**config.mk**
```make
export PLATFORM = sky130hd
export DESIGN_NAME = adc_sample_router_flat
export DESIGN_NICKNAME = d
export VERILOG_FILES = /design/src/rtl/adc_sample_router_pkg.sv /design/src/rtl/adc_sample_router_if.sv /design/src/rtl/adc_sample_router_rr_arbiter.sv /design/src/rtl/adc_sample_router.sv /design/src/flat_wrapper.sv
export SDC_FILE = /design/constraint.sdc
export NUM_CORES = 1
export LEC_CHECK = 0
export CAP_MARGIN = 20
export CORE_UTILIZATION = 61
export DETAILED_ROUTE_END_ITERATION = 8
export PLACE_DENSITY = 0.84
export SYNTH_ARGS = -nofsm -noshare
export SYNTH_HDL_FRONTEND = slang
export SYNTH_HIERARCHICAL = 1
export SYNTH_SLANG_ARGS = --single-unit
export TNS_END_PERCENT = 5
```
**constraint.sdc**
```tcl
create_clock -name clk_in -period 9.55 [get_ports clk_in]
set_clock_uncertainty 0.1 [all_clocks]
set_input_delay 1.4325 -clock clk_in [delete_from_list [all_inputs] [get_ports clk_in]]
set_output_delay 1.4325 -clock clk_in [all_outputs]
set_load 0.02 [all_outputs]
```
**src/rtl/adc_sample_router_pkg.sv**
```systemverilog
// Purpose : Shared constants and helpers for the ADC sample router.
//           Defaults match the ADC controller and PID core: 18-bit samples,
//           6 channels, and a 3-bit channel index. Channels 0..N/2-1 arrive on
//           serial port A. The remaining channels arrive on port B.
// Ports   : none (package)
package adc_sample_router_pkg;

    localparam int DEF_W_OUT  = 18;
    localparam int DEF_N_CHAN = 6;
    localparam int DEF_W_CHAN = 3;
    // Number of channels carried by each serial port.
    localparam int N_PORT_CH  = DEF_N_CHAN / 2;

    typedef enum logic {
        PORT_A = 1'b0,
        PORT_B = 1'b1
    } port_e;

    // Returns the serial port that carries channel k.
    function automatic port_e chan_port(input int k, input int n_chan);
        return (k < n_chan / 2) ? PORT_A : PORT_B;
    endfunction

endpackage

```
**src/rtl/adc_sample_router_if.sv**
```systemverilog
// Purpose : Tagged sample stream from the router to the PID core.
// Ports   : data_out (signed sample), chan_out (channel tag) and
//           dv_out (valid) are driven by the master (the router).
//           ready_in (ready) is driven by the slave (the PID core).
interface adc_sample_router_if
    import adc_sample_router_pkg::*;
#(
    parameter int W_OUT  = DEF_W_OUT,
    parameter int W_CHAN = DEF_W_CHAN
) ();

    logic signed [W_OUT-1:0]  data_out;
    logic        [W_CHAN-1:0] chan_out;
    logic                     dv_out;
    logic                     ready_in;

    modport master (
        output data_out,
        output chan_out,
        output dv_out,
        input  ready_in
    );

    modport slave (
        input  data_out,
        input  chan_out,
        input  dv_out,
        output ready_in
    );

endinterface

```
**src/rtl/adc_sample_router_rr_arbiter.sv**
```systemverilog
// Purpose : Combinational rotating-priority arbiter. It grants the first set
//           request found by searching upward from ptr_i and wrapping at N.
// Ports   : req_i       request vector
//           ptr_i       starting search position (0..N-1)
//           gnt_valid_o some request was granted
//           gnt_idx_o   granted index (0 when nothing is granted)
module rr_arbiter
    import adc_sample_router_pkg::*;
#(
    parameter int N = DEF_N_CHAN,
    parameter int W = DEF_W_CHAN
) (
    input  logic [N-1:0] req_i,
    input  logic [W-1:0] ptr_i,
    output logic         gnt_valid_o,
    output logic [W-1:0] gnt_idx_o
);

    // Walk the offsets from the farthest to the nearest so that the nearest
    // request overwrites any farther one.
    always_comb begin
        gnt_valid_o = 1'b0;
        gnt_idx_o   = '0;
        for (int i = N - 1; i >= 0; i--) begin
            int j;
            j = int'(ptr_i) + i;
            if (j >= N) j = j - N;
            if (req_i[j]) begin
                gnt_valid_o = 1'b1;
                gnt_idx_o   = W'(j);
            end
        end
    end

endmodule

```
**src/rtl/adc_sample_router.sv**
```systemverilog
// Purpose : Captures per-channel ADC samples, buffers one sample per channel,
//           and serializes them round-robin onto a valid/ready stream tagged
//           with the channel index. It also flags overwritten, unsent samples.
// Ports   : clk_in         clock (rising edge)
//           n_reset_in     asynchronous active-low reset
//           data_valid_in  per-channel capture strobes
//           data_a_in      port A sample (channels 0..N_CHAN/2-1)
//           data_b_in      port B sample (channels N_CHAN/2..N_CHAN-1)
//           chan_en_in     enable mask, latched on update_in
//           update_in      enable-mask latch strobe
//           clr_ovr_in     clears the overrun flags
//           ovr_out        sticky per-channel overrun flags
//           out_if         tagged output stream (master side)
module adc_sample_router
    import adc_sample_router_pkg::*;
#(
    parameter int W_OUT  = DEF_W_OUT,
    parameter int N_CHAN = DEF_N_CHAN,
    parameter int W_CHAN = DEF_W_CHAN
) (
    input  logic                     clk_in,
    input  logic                     n_reset_in,
    input  logic        [N_CHAN-1:0] data_valid_in,
    input  logic signed [W_OUT-1:0]  data_a_in,
    input  logic signed [W_OUT-1:0]  data_b_in,
    input  logic        [N_CHAN-1:0] chan_en_in,
    input  logic                     update_in,
    input  logic                     clr_ovr_in,
    output logic        [N_CHAN-1:0] ovr_out,
    adc_sample_router_if.master      out_if
);

    logic signed [W_OUT-1:0]  hold_q [N_CHAN];
    logic signed [W_OUT-1:0]  hold_d [N_CHAN];
    logic        [N_CHAN-1:0] pending_q, pending_d;
    logic        [N_CHAN-1:0] ovr_q, ovr_d;
    logic        [N_CHAN-1:0] chan_en_q, chan_en_d;
    logic signed [W_OUT-1:0]  data_q, data_d;
    logic        [W_CHAN-1:0] chan_q, chan_d;
    logic                     dv_q, dv_d;
    logic        [W_CHAN-1:0] rr_ptr_q, rr_ptr_d;

    logic                     gnt_valid;
    logic        [W_CHAN-1:0] gnt_idx;
    logic                     unload;

    rr_arbiter #(.N(N_CHAN), .W(W_CHAN)) u_arb (
        .req_i       (pending_q),
        .ptr_i       (rr_ptr_q),
        .gnt_valid_o (gnt_valid),
        .gnt_idx_o   (gnt_idx)
    );

    // The output register may be reloaded when it is empty or being accepted.
    assign unload = !dv_q || out_if.ready_in;

    always_comb begin
        pending_d = pending_q;
        ovr_d     = clr_ovr_in ? '0 : ovr_q;
        chan_en_d = update_in ? chan_en_in : chan_en_q;
        data_d    = data_q;
        chan_d    = chan_q;
        dv_d      = dv_q;
        rr_ptr_d  = rr_ptr_q;

        for (int k = 0; k < N_CHAN; k++) begin
            logic cap;
            logic unl;
            cap       = data_valid_in[k] && chan_en_q[k];
            unl       = unload && gnt_valid && (gnt_idx == W_CHAN'(k));
            hold_d[k] = hold_q[k];
            if (cap) begin
                hold_d[k] = (chan_port(k, N_CHAN) == PORT_A) ? data_a_in : data_b_in;
            end
            // A capture re-arms the slot even if the old value is leaving now.
            pending_d[k] = (pending_q[k] && !unl) || cap;
            // A set here overrides clr_ovr_in, so a coincident overrun is kept.
            if (cap && pending_q[k] && !unl) ovr_d[k] = 1'b1;
            if (update_in && !chan_en_in[k]) pending_d[k] = 1'b0;
        end

        if (unload) begin
            if (gnt_valid) begin
                data_d   = hold_q[gnt_idx];
                chan_d   = gnt_idx;
                dv_d     = 1'b1;
                rr_ptr_d = (gnt_idx == W_CHAN'(N_CHAN - 1)) ? '0 : gnt_idx + 1'b1;
            end else begin
                dv_d = 1'b0;
            end
        end
    end

    always_ff @(posedge clk_in or negedge n_reset_in) begin
        if (!n_reset_in) begin
            for (int k = 0; k < N_CHAN; k++) hold_q[k] <= '0;
            pending_q <= '0;
            ovr_q     <= '0;
            chan_en_q <= '1;
            data_q    <= '0;
            chan_q    <= '0;
            dv_q      <= 1'b0;
            rr_ptr_q  <= '0;
        end else begin
            for (int k = 0; k < N_CHAN; k++) hold_q[k] <= hold_d[k];
            pending_q <= pending_d;
            ovr_q     <= ovr_d;
            chan_en_q <= chan_en_d;
            data_q    <= data_d;
            chan_q    <= chan_d;
            dv_q      <= dv_d;
            rr_ptr_q  <= rr_ptr_d;
        end
    end

    assign ovr_out         = ovr_q;
    assign out_if.data_out = data_q;
    assign out_if.chan_out = chan_q;
    assign out_if.dv_out   = dv_q;

endmodule

```
**src/flat_wrapper.sv**
```systemverilog
// flat-port wrapper written by rule: the top's interface ports become plain ports
module adc_sample_router_flat import adc_sample_router_pkg::*;
#(
    parameter int W_OUT  = DEF_W_OUT,
    parameter int N_CHAN = DEF_N_CHAN,
    parameter int W_CHAN = DEF_W_CHAN
)
  (clk_in, n_reset_in, data_valid_in, data_a_in, data_b_in, chan_en_in, update_in, clr_ovr_in, ovr_out, out_if_data_out, out_if_chan_out, out_if_dv_out, out_if_ready_in);
  adc_sample_router_if #(.W_OUT(W_OUT), .W_CHAN(W_CHAN)) out_if_i ();
  input  logic clk_in;
  input  logic n_reset_in;
  input  logic        [N_CHAN-1:0] data_valid_in;
  input  logic signed [W_OUT-1:0] data_a_in;
  input  logic signed [W_OUT-1:0] data_b_in;
  input  logic        [N_CHAN-1:0] chan_en_in;
  input  logic update_in;
  input  logic clr_ovr_in;
  output logic        [N_CHAN-1:0] ovr_out;
  output wire logic [$bits(out_if_i.data_out)-1:0] out_if_data_out;
  output wire logic [$bits(out_if_i.chan_out)-1:0] out_if_chan_out;
  output wire logic [$bits(out_if_i.dv_out)-1:0] out_if_dv_out;
  input wire logic [$bits(out_if_i.ready_in)-1:0] out_if_ready_in;
  assign out_if_data_out = out_if_i.data_out;
  assign out_if_chan_out = out_if_i.chan_out;
  assign out_if_dv_out = out_if_i.dv_out;
  assign out_if_i.ready_in = out_if_ready_in;
  adc_sample_router #(.W_OUT(W_OUT), .N_CHAN(N_CHAN), .W_CHAN(W_CHAN)) u_core (.clk_in(clk_in), .n_reset_in(n_reset_in), .data_valid_in(data_valid_in), .data_a_in(data_a_in), .data_b_in(data_b_in), .chan_en_in(chan_en_in), .update_in(update_in), .clr_ovr_in(clr_ovr_in), .ovr_out(ovr_out), .out_if(out_if_i));
endmodule
```
Yosys cells after proc, flatten, opt, wreduce, memory -nomap -nowiden
Cells that the tools add are included.
- word-level logic and storage cells: 168
- output and inout port bits: 28
- register bits after elaboration: 151
- bits of input ports: 53
- order comparisons: 13
- bitwise operators: 1
- eq/ne operators: 5
- muxes and demuxes: 54
- $add $sub $neg: 12
- reduce and logical (&&, ||, !) cells: 65
- operators with widths (kind ; number):
    $lt A32 B5 Y1 const B ; 6
    $mux W32 ; 6
    $bmux W18 S3 ; 1
    $logic_and A1 B1 Y1 ; 37
    $mux W18 ; 2
    $ge A32 B4 Y1 const B ; 1
    $sub A32 B4 Y32 const B ; 1
    $mux W1 ; 31
    $mux W3 ; 7
    $sub A4 B3 Y5 const B ; 4
    $bmux W1 S3 ; 6
    $ge A4 B3 Y1 const B ; 4
    $logic_not A1 Y1 ; 13
    $reduce_bool A2 Y1 ; 6
    $add A3 B2 Y4 const B ; 2
    $add A3 B3 Y4 const B ; 2
    $logic_or A1 B1 Y1 ; 7
    $eq A3 B2 Y1 const B ; 2
    $eq A3 B3 Y1 const B ; 2
    $mux W6 ; 1
    $add A3 B1 Y4 const B ; 1
    $ge A4 B4 Y1 const B ; 1
    $not A3 Y4 ; 1
    $sub A3 B3 Y4 const B ; 1
    other kinds (5) ; 5

Logic depth before layout (Yosys ltp)
- depth after elaboration: 18
- mapped depth: 22
- gate-level depth less buffers: 17

Modules after synthesis
Netlist, hierarchy kept.
- modules (own cells, without submodules) (module ; instances ; cells each ; area an instance (um2) ; seq. area each (um2)):
    adc_sample_router ; 1 ; 486 ; 6648.9 ; 3786.1
    rr_arbiter ; 1 ; 146 ; 1112.3 ; 0.0

Worst setup path after synthesis
OpenSTA, ideal clock, no wires.
- kind: reg2reg
- start: register u_core.rr_ptr_q[0]
- end: register u_core.pending_q[3]
- path buffers: 6
- path slack: 5.190 ns
- cell stages (with the launch flop): 23
- clock period less this slack: 4.360 ns
- arrival: 4.182 ns
- required time: 9.373 ns
- setup time: 0.077 ns
- path through: dfrtp_1 > buf_4 > buf_4 > inv_1 > ha_1 > buf_4 > clkinv_1 > ha_1 > a211oi_1 > a21boi_1 > o21ai_0 > a21oi_2 > o211ai_2 > nor3b_2 > o21bai_1 > buf_2 > buf_6 > buf_6 > and2_2 > ha_1 > inv_1 > o31ai_1 > a21oi_1
- cells in the longest elaborated chain, start to end: 18
- elaborated cells on any way between the ends: 60
- classes of those cells: add/sub (11); order compare (6); eq/ne (1); mux (37); reduce/logical (5)
- ends and longest elaborated chain (what ; RTL line ; source):
    from (decl) ; adc_sample_router.sv:41 ; logic [W_CHAN-1:0] rr_ptr_q, rr_ptr_d;
    from (signal assigned) ; adc_sample_router.sv:112 ; rr_ptr_q <= rr_ptr_d;
    $add A3 B3 Y4 ; adc_sample_router_rr_arbiter.sv:26 ; j = int'(ptr_i) + i;
    $sub A32 B4 Y32 or $ge A32 B4 Y1 (tied branches) ; adc_sample_router_rr_arbiter.sv:27 ; if (j >= N) j = j - N;
    $mux W32 ; adc_sample_router_rr_arbiter.sv:27 ;
    $bmux W1 S3 ; adc_sample_router_rr_arbiter.sv:28 ; if (req_i[j]) begin
    $mux W1 (implied by the code) (2 in a row) ; adc_sample_router_rr_arbiter.sv:28 ;
    $mux W3 (5 in a row) ; adc_sample_router_rr_arbiter.sv:28 ;
    $mux W3 (*) ; adc_sample_router_rr_arbiter.sv:28 ;
    net u_core.gnt_idx[0] ; adc_sample_router.sv:44 ; logic [W_CHAN-1:0] gnt_idx;
    $eq A3 B2 Y1 (*) ; adc_sample_router.sv:70 ; unl = unload && gnt_valid && (gnt_idx == W_CHAN'(k));
    $logic_and A1 B1 Y1 (*) ; adc_sample_router.sv:70 ;
    $logic_not A1 Y1 (*) ; adc_sample_router.sv:76 ; pending_d[k] = (pending_q[k] && !unl) || cap;
    $logic_and A1 B1 Y1 (*) ; adc_sample_router.sv:76 ;
    $logic_or A1 B1 Y1 (*) ; adc_sample_router.sv:76 ;
    $mux W1 (*) ; adc_sample_router.sv:79 ; if (update_in && !chan_en_in[k]) pending_d[k] = 1'b0;
    net u_core.pending_d[3] ; adc_sample_router.sv:35 ; logic [N_CHAN-1:0] pending_q, pending_d;
    to (signal assigned) ; adc_sample_router.sv:106 ; pending_q <= pending_d;
    to (decl) ; adc_sample_router.sv:35 ;
The timed path passes the listed nets; every way through them passes the cells marked *. The select of a mux whose other input is x is not followed.
A chain may end at the register's enable or synchronous reset.

Final worst setup path
- start: register u_core.rr_ptr_q[1]
- end: register u_core.pending_q[1]
- cells in the longest elaborated chain, start to end: 18
- elaborated cells on any way between the ends: 60
- classes of those cells: add/sub (11); order compare (6); eq/ne (1); mux (37); reduce/logical (5)
- ends and longest elaborated chain (what ; RTL line):
    $add A3 B3 Y4 ; adc_sample_router_rr_arbiter.sv:26
    $sub A32 B4 Y32 or $ge A32 B4 Y1 (tied branches) ; adc_sample_router_rr_arbiter.sv:27
    $mux W32 ; adc_sample_router_rr_arbiter.sv:27
    $bmux W1 S3 ; adc_sample_router_rr_arbiter.sv:28
    $mux W1 (implied by the code) (2 in a row) ; adc_sample_router_rr_arbiter.sv:28
    $mux W3 (5 in a row) ; adc_sample_router_rr_arbiter.sv:28
    $mux W3 (*) ; adc_sample_router_rr_arbiter.sv:28
    net u_core.gnt_idx[0] ; adc_sample_router.sv:44
    $eq A3 B1 Y1 (*) ; adc_sample_router.sv:70
    $logic_and A1 B1 Y1 (*) ; adc_sample_router.sv:70
    $logic_not A1 Y1 (*) ; adc_sample_router.sv:76
    $logic_and A1 B1 Y1 (*) ; adc_sample_router.sv:76
    $logic_or A1 B1 Y1 (*) ; adc_sample_router.sv:76
    $mux W1 (*) ; adc_sample_router.sv:79
    net u_core.pending_d[1] ; adc_sample_router.sv:35
Marked as above.

==> results.cfg <==
[clocking]
clk_pin_slew_ns = 0.06
cts.sinks = 151
clk_latency_ns = 0.42
clockBufferDepth = 2
post-cts-setup-buffer-count = 0
cts_buffers = 17
root_buffer = clkbuf_16
htree_levels = 4
cts_tree = done
cts_resized = 0
ctsHoldBuffers = 0

[placement]
place_congestion = 0.9014
hpwlAfterDp_mm = 12.44
port_buffers = 80

[synthesis]
netlist_top_cells_area = dfrtp_1 (47%), mux2_2 (20%), mux2i_1 (5.9%)
synth_compound_area_frac = 0.1236
yosys.area_share.simple = 0.05916
synth_xor_area_frac = 0.005481
yosysWarningCount = 6
muxShareOfSynthArea = 0.2625
synthFlopType = dfrtp_1
synth_nets = 699
synth.avg_cell_area_um2 = 12.28
synth_top_family_by_area = multiplexers
synth.top_cell.area_share = 0.4675
async_reset_ff_frac = 1.000
yosys.area_share.adder = 0.02257
synth_cells = 632
ys_ff_latch = 151
seq_area_frac_synth = 0.4878
synth_area_um2 = 7761
synth-edff-count = 0
synth_cell_types = 70
yosysTopAreaCell = dfrtp_1

[die]
die_area_um2 = 13180
core_area_um2 = 12210
start_util = 0.6356
die_w_um = 114.8
die_h_um = 114.8
fp-row-count = 40
ios = 81

[global_route]
grt_overflow_total = 0
first_global_vias = 5825
grt_pass1_wl_mm = 30.93
grtUsageTotal = 0.3156
antenna_found_initial = 0
grt_max_degree = 109

[routing]
drtPass1Iterations = 5
drc = 0
vias = 5661
vias_per_cell = 6.426
wl_per_cell_um = 22.35
postRouteAntennaNets = 0
drtIter0Drc = 452
wl_mm = 19.69

[critical_path]
crit_top_cell = ha_1
critPathBufInv = 3
cp_cell_sequence = inv_1 > ha_1 > clkinv_1 > ha_1 > a211oi_1 > a21boi_1 > o21ai_0 > a21oi_2 > a31oi_1 > o21bai_4 > buf_4 > or3b_1 > o31ai_1 > a21oi_1
cp_top_family = compound AO/OA/AOI/OAI gates
start_kind = flop
crit_fanout = 60
crit_type = flop to flop
worstPathRequired_ns = 9.74
cp-end-kind = flop
max_stage_delay_ns = 0.72
crit_arrival_ns = 5.97
slowest_stage = buf_4

[sta]
max_slew.worst_pin.slew_ns = 1.177
maxSlewViolCount = 0
fmax_mhz = 172.9
setup_violations = 0
fin_tns_setup_ns = 0
rsz0062_at_grt = false
whs_ns = 0.4018
period_needed_ns = 5.783
fin_crit_sh = 0.6055
slew_headroom = 0.2136
final-hold-violation-count = 0

[final_layout]
area_delta_synth_final_pct = 19.09
fillers = 807
register_area_um2 = 3786
multi_input_area_um2 = 3685
layout.nets = 767
drive_gt1_frac = 0.2903
antenna_cells = 0

[status]
outcome = finished clean

[worst_hold_path]
hold_class = flop to flop

[job]
drv_cap = 0
sequential cells by signal, indices dropped and copies added, names as in the netlist:
| signal | cells |
|---|---|
| u_core/hold_q | 108 |
| u_core/out_if.data_out | 18 |
| u_core/chan_en_q | 6 |
| u_core/ovr_out | 6 |
| u_core/pending_q | 6 |
| u_core/out_if.chan_out | 3 |
| u_core/rr_ptr_q | 3 |
| u_core/out_if.dv_out | 1 |
layout make-up:
type	count	area share
Sequential cell	151	0.4096
Multi-Input combinational cell	424	0.3987
Timing Repair Buffer	88	0.09977
Clock buffer	21	0.04873
Tap cell	168	0.02274
Clock inverter	11	0.01313
Inverter	18	0.007310
placed cells by master (no fill, tap or decap), types with 3 or more instances in the layout:
cell type        synthesis  layout
ha_1                    14      14
o31ai_1                  8       8
clkbuf_1                 4       3
dfstp_2                  6       6
dfrtp_1                145     145
clkinv_2                 0       4
a211oi_1                 3       3
o22ai_1                  8       8
mux2i_1                 46      46
o21ai_0                  9       9
o22a_1                  11      11
nor2b_1                  8       8
nand3_1                  4       4
clkdlybuf4s50_1          0      79
o31a_1                   5       5
nor2_1                   3       3
o211ai_1                 5       5
nand4_1                  3       3
clkbuf_16                0      17
a21oi_1                 35      35
a31oi_1                 19      19
inv_1                   16      16
o22a_2                   9       9
nand2b_1                 5       5
buf_4                    6       5
or3_1                    4       4
mux2_2                 138     138
nand2_1                 37      37
buf_16                   0       3
cell families after synthesis:
logic type / count (synthesis)
AO/OA/AOI/OAI: 137
AND/OR/NAND/NOR: 84
XOR/XNOR: 4
flip-flops: 151
buffers and inverters: 57
adder cells (fa/ha/maj): 14
multiplexers: 185
worst reg2reg max path, cell delays in order (launching register included):
cell and delay [ns]:
dfrtp_1 0.61, inv_1 0.29, ha_1 0.70, clkinv_1 0.41
ha_1 0.32, a211oi_1 0.42, a21boi_1 0.31, o21ai_0 0.18
a21oi_2 0.26, a31oi_1 0.16, o21bai_4 0.13, buf_4 0.72
or3b_1 0.55, o31ai_1 0.36, a21oi_1 0.12
routing by layer:
layer | vias to the layer above | wire [um] | track usage
met2 | 264 | 9969 | 0.5261
met1 | 2882 | 7943 | 0.4104
li1 | 2471 | - | -
met3 | 44 | 1307 | 0.06273
met5 | - | 0 | 0
met4 | 0 | 469 | 0.1238
Yosys cell counts (2+ instances only):
cell type,n
o22ai_1,8
a21oi_2,2
o31ai_1,8
nor2b_1,8
nand2b_1,5
nand4_1,3
or3_1,4
o2bb2ai_1,2
o211ai_1,5
dfstp_2,6
clkbuf_1,4
o2111ai_1,2
o21ai_1,2
inv_1,16
nor3_1,2
nand2_1,37
buf_6,3
nand3_1,4
o21bai_1,2
a21boi_1,2
xnor2_1,2
mux2i_1,46
o41ai_1,2
o21ai_0,9
a31oi_1,19
a21oi_1,35
mux2_2,138
o22a_1,11
nor2_1,3
o31a_1,5
a211oi_1,3
ha_1,14
buf_2,25
o311a_1,2
dfrtp_1,145
buf_4,6
o22a_2,9
path summary, 6_finish.rpt:
kind                                                 from                                endpoint  slack, ns  cells after the start
max                        u_core/rr_ptr_q[1]$_DFFE_PN0P_           u_core/pending_q[1]$_DFF_PN0_       3.77                     14
min                         u_core/hold_q[43]$_DFFE_PN0P_           u_core/hold_q[43]$_DFFE_PN0P_       0.40                      1
max reg2reg                u_core/rr_ptr_q[1]$_DFFE_PN0P_           u_core/pending_q[1]$_DFF_PN0_       3.77                     14
min reg2reg                 u_core/hold_q[43]$_DFFE_PN0P_           u_core/hold_q[43]$_DFFE_PN0P_       0.40                      1
max in group asynchronous                      n_reset_in  u_core/out_if.data_out[17]$_DFFE_PN0P_       7.14                      2
min in group asynchronous                      n_reset_in           u_core/hold_q[16]$_DFFE_PN0P_       1.01                      1
metrics by stage:
stage	instances	cell area (um2)	utilization	setup WS, ns
after CTS	879	9188	0.7524	3.845
after global placement	846	8588	0.7033	4.283
after global routing	881	9243	0.7569	3.374
final	881	9243	0.7569	3.768
after detailed placement	847	8616	0.7055	3.942
after floorplan	632	7761	-	5.190
Power is left out: the tool's default activity adds up to more than one toggle a clock period on the data nets, which glitch-free logic cannot reach.
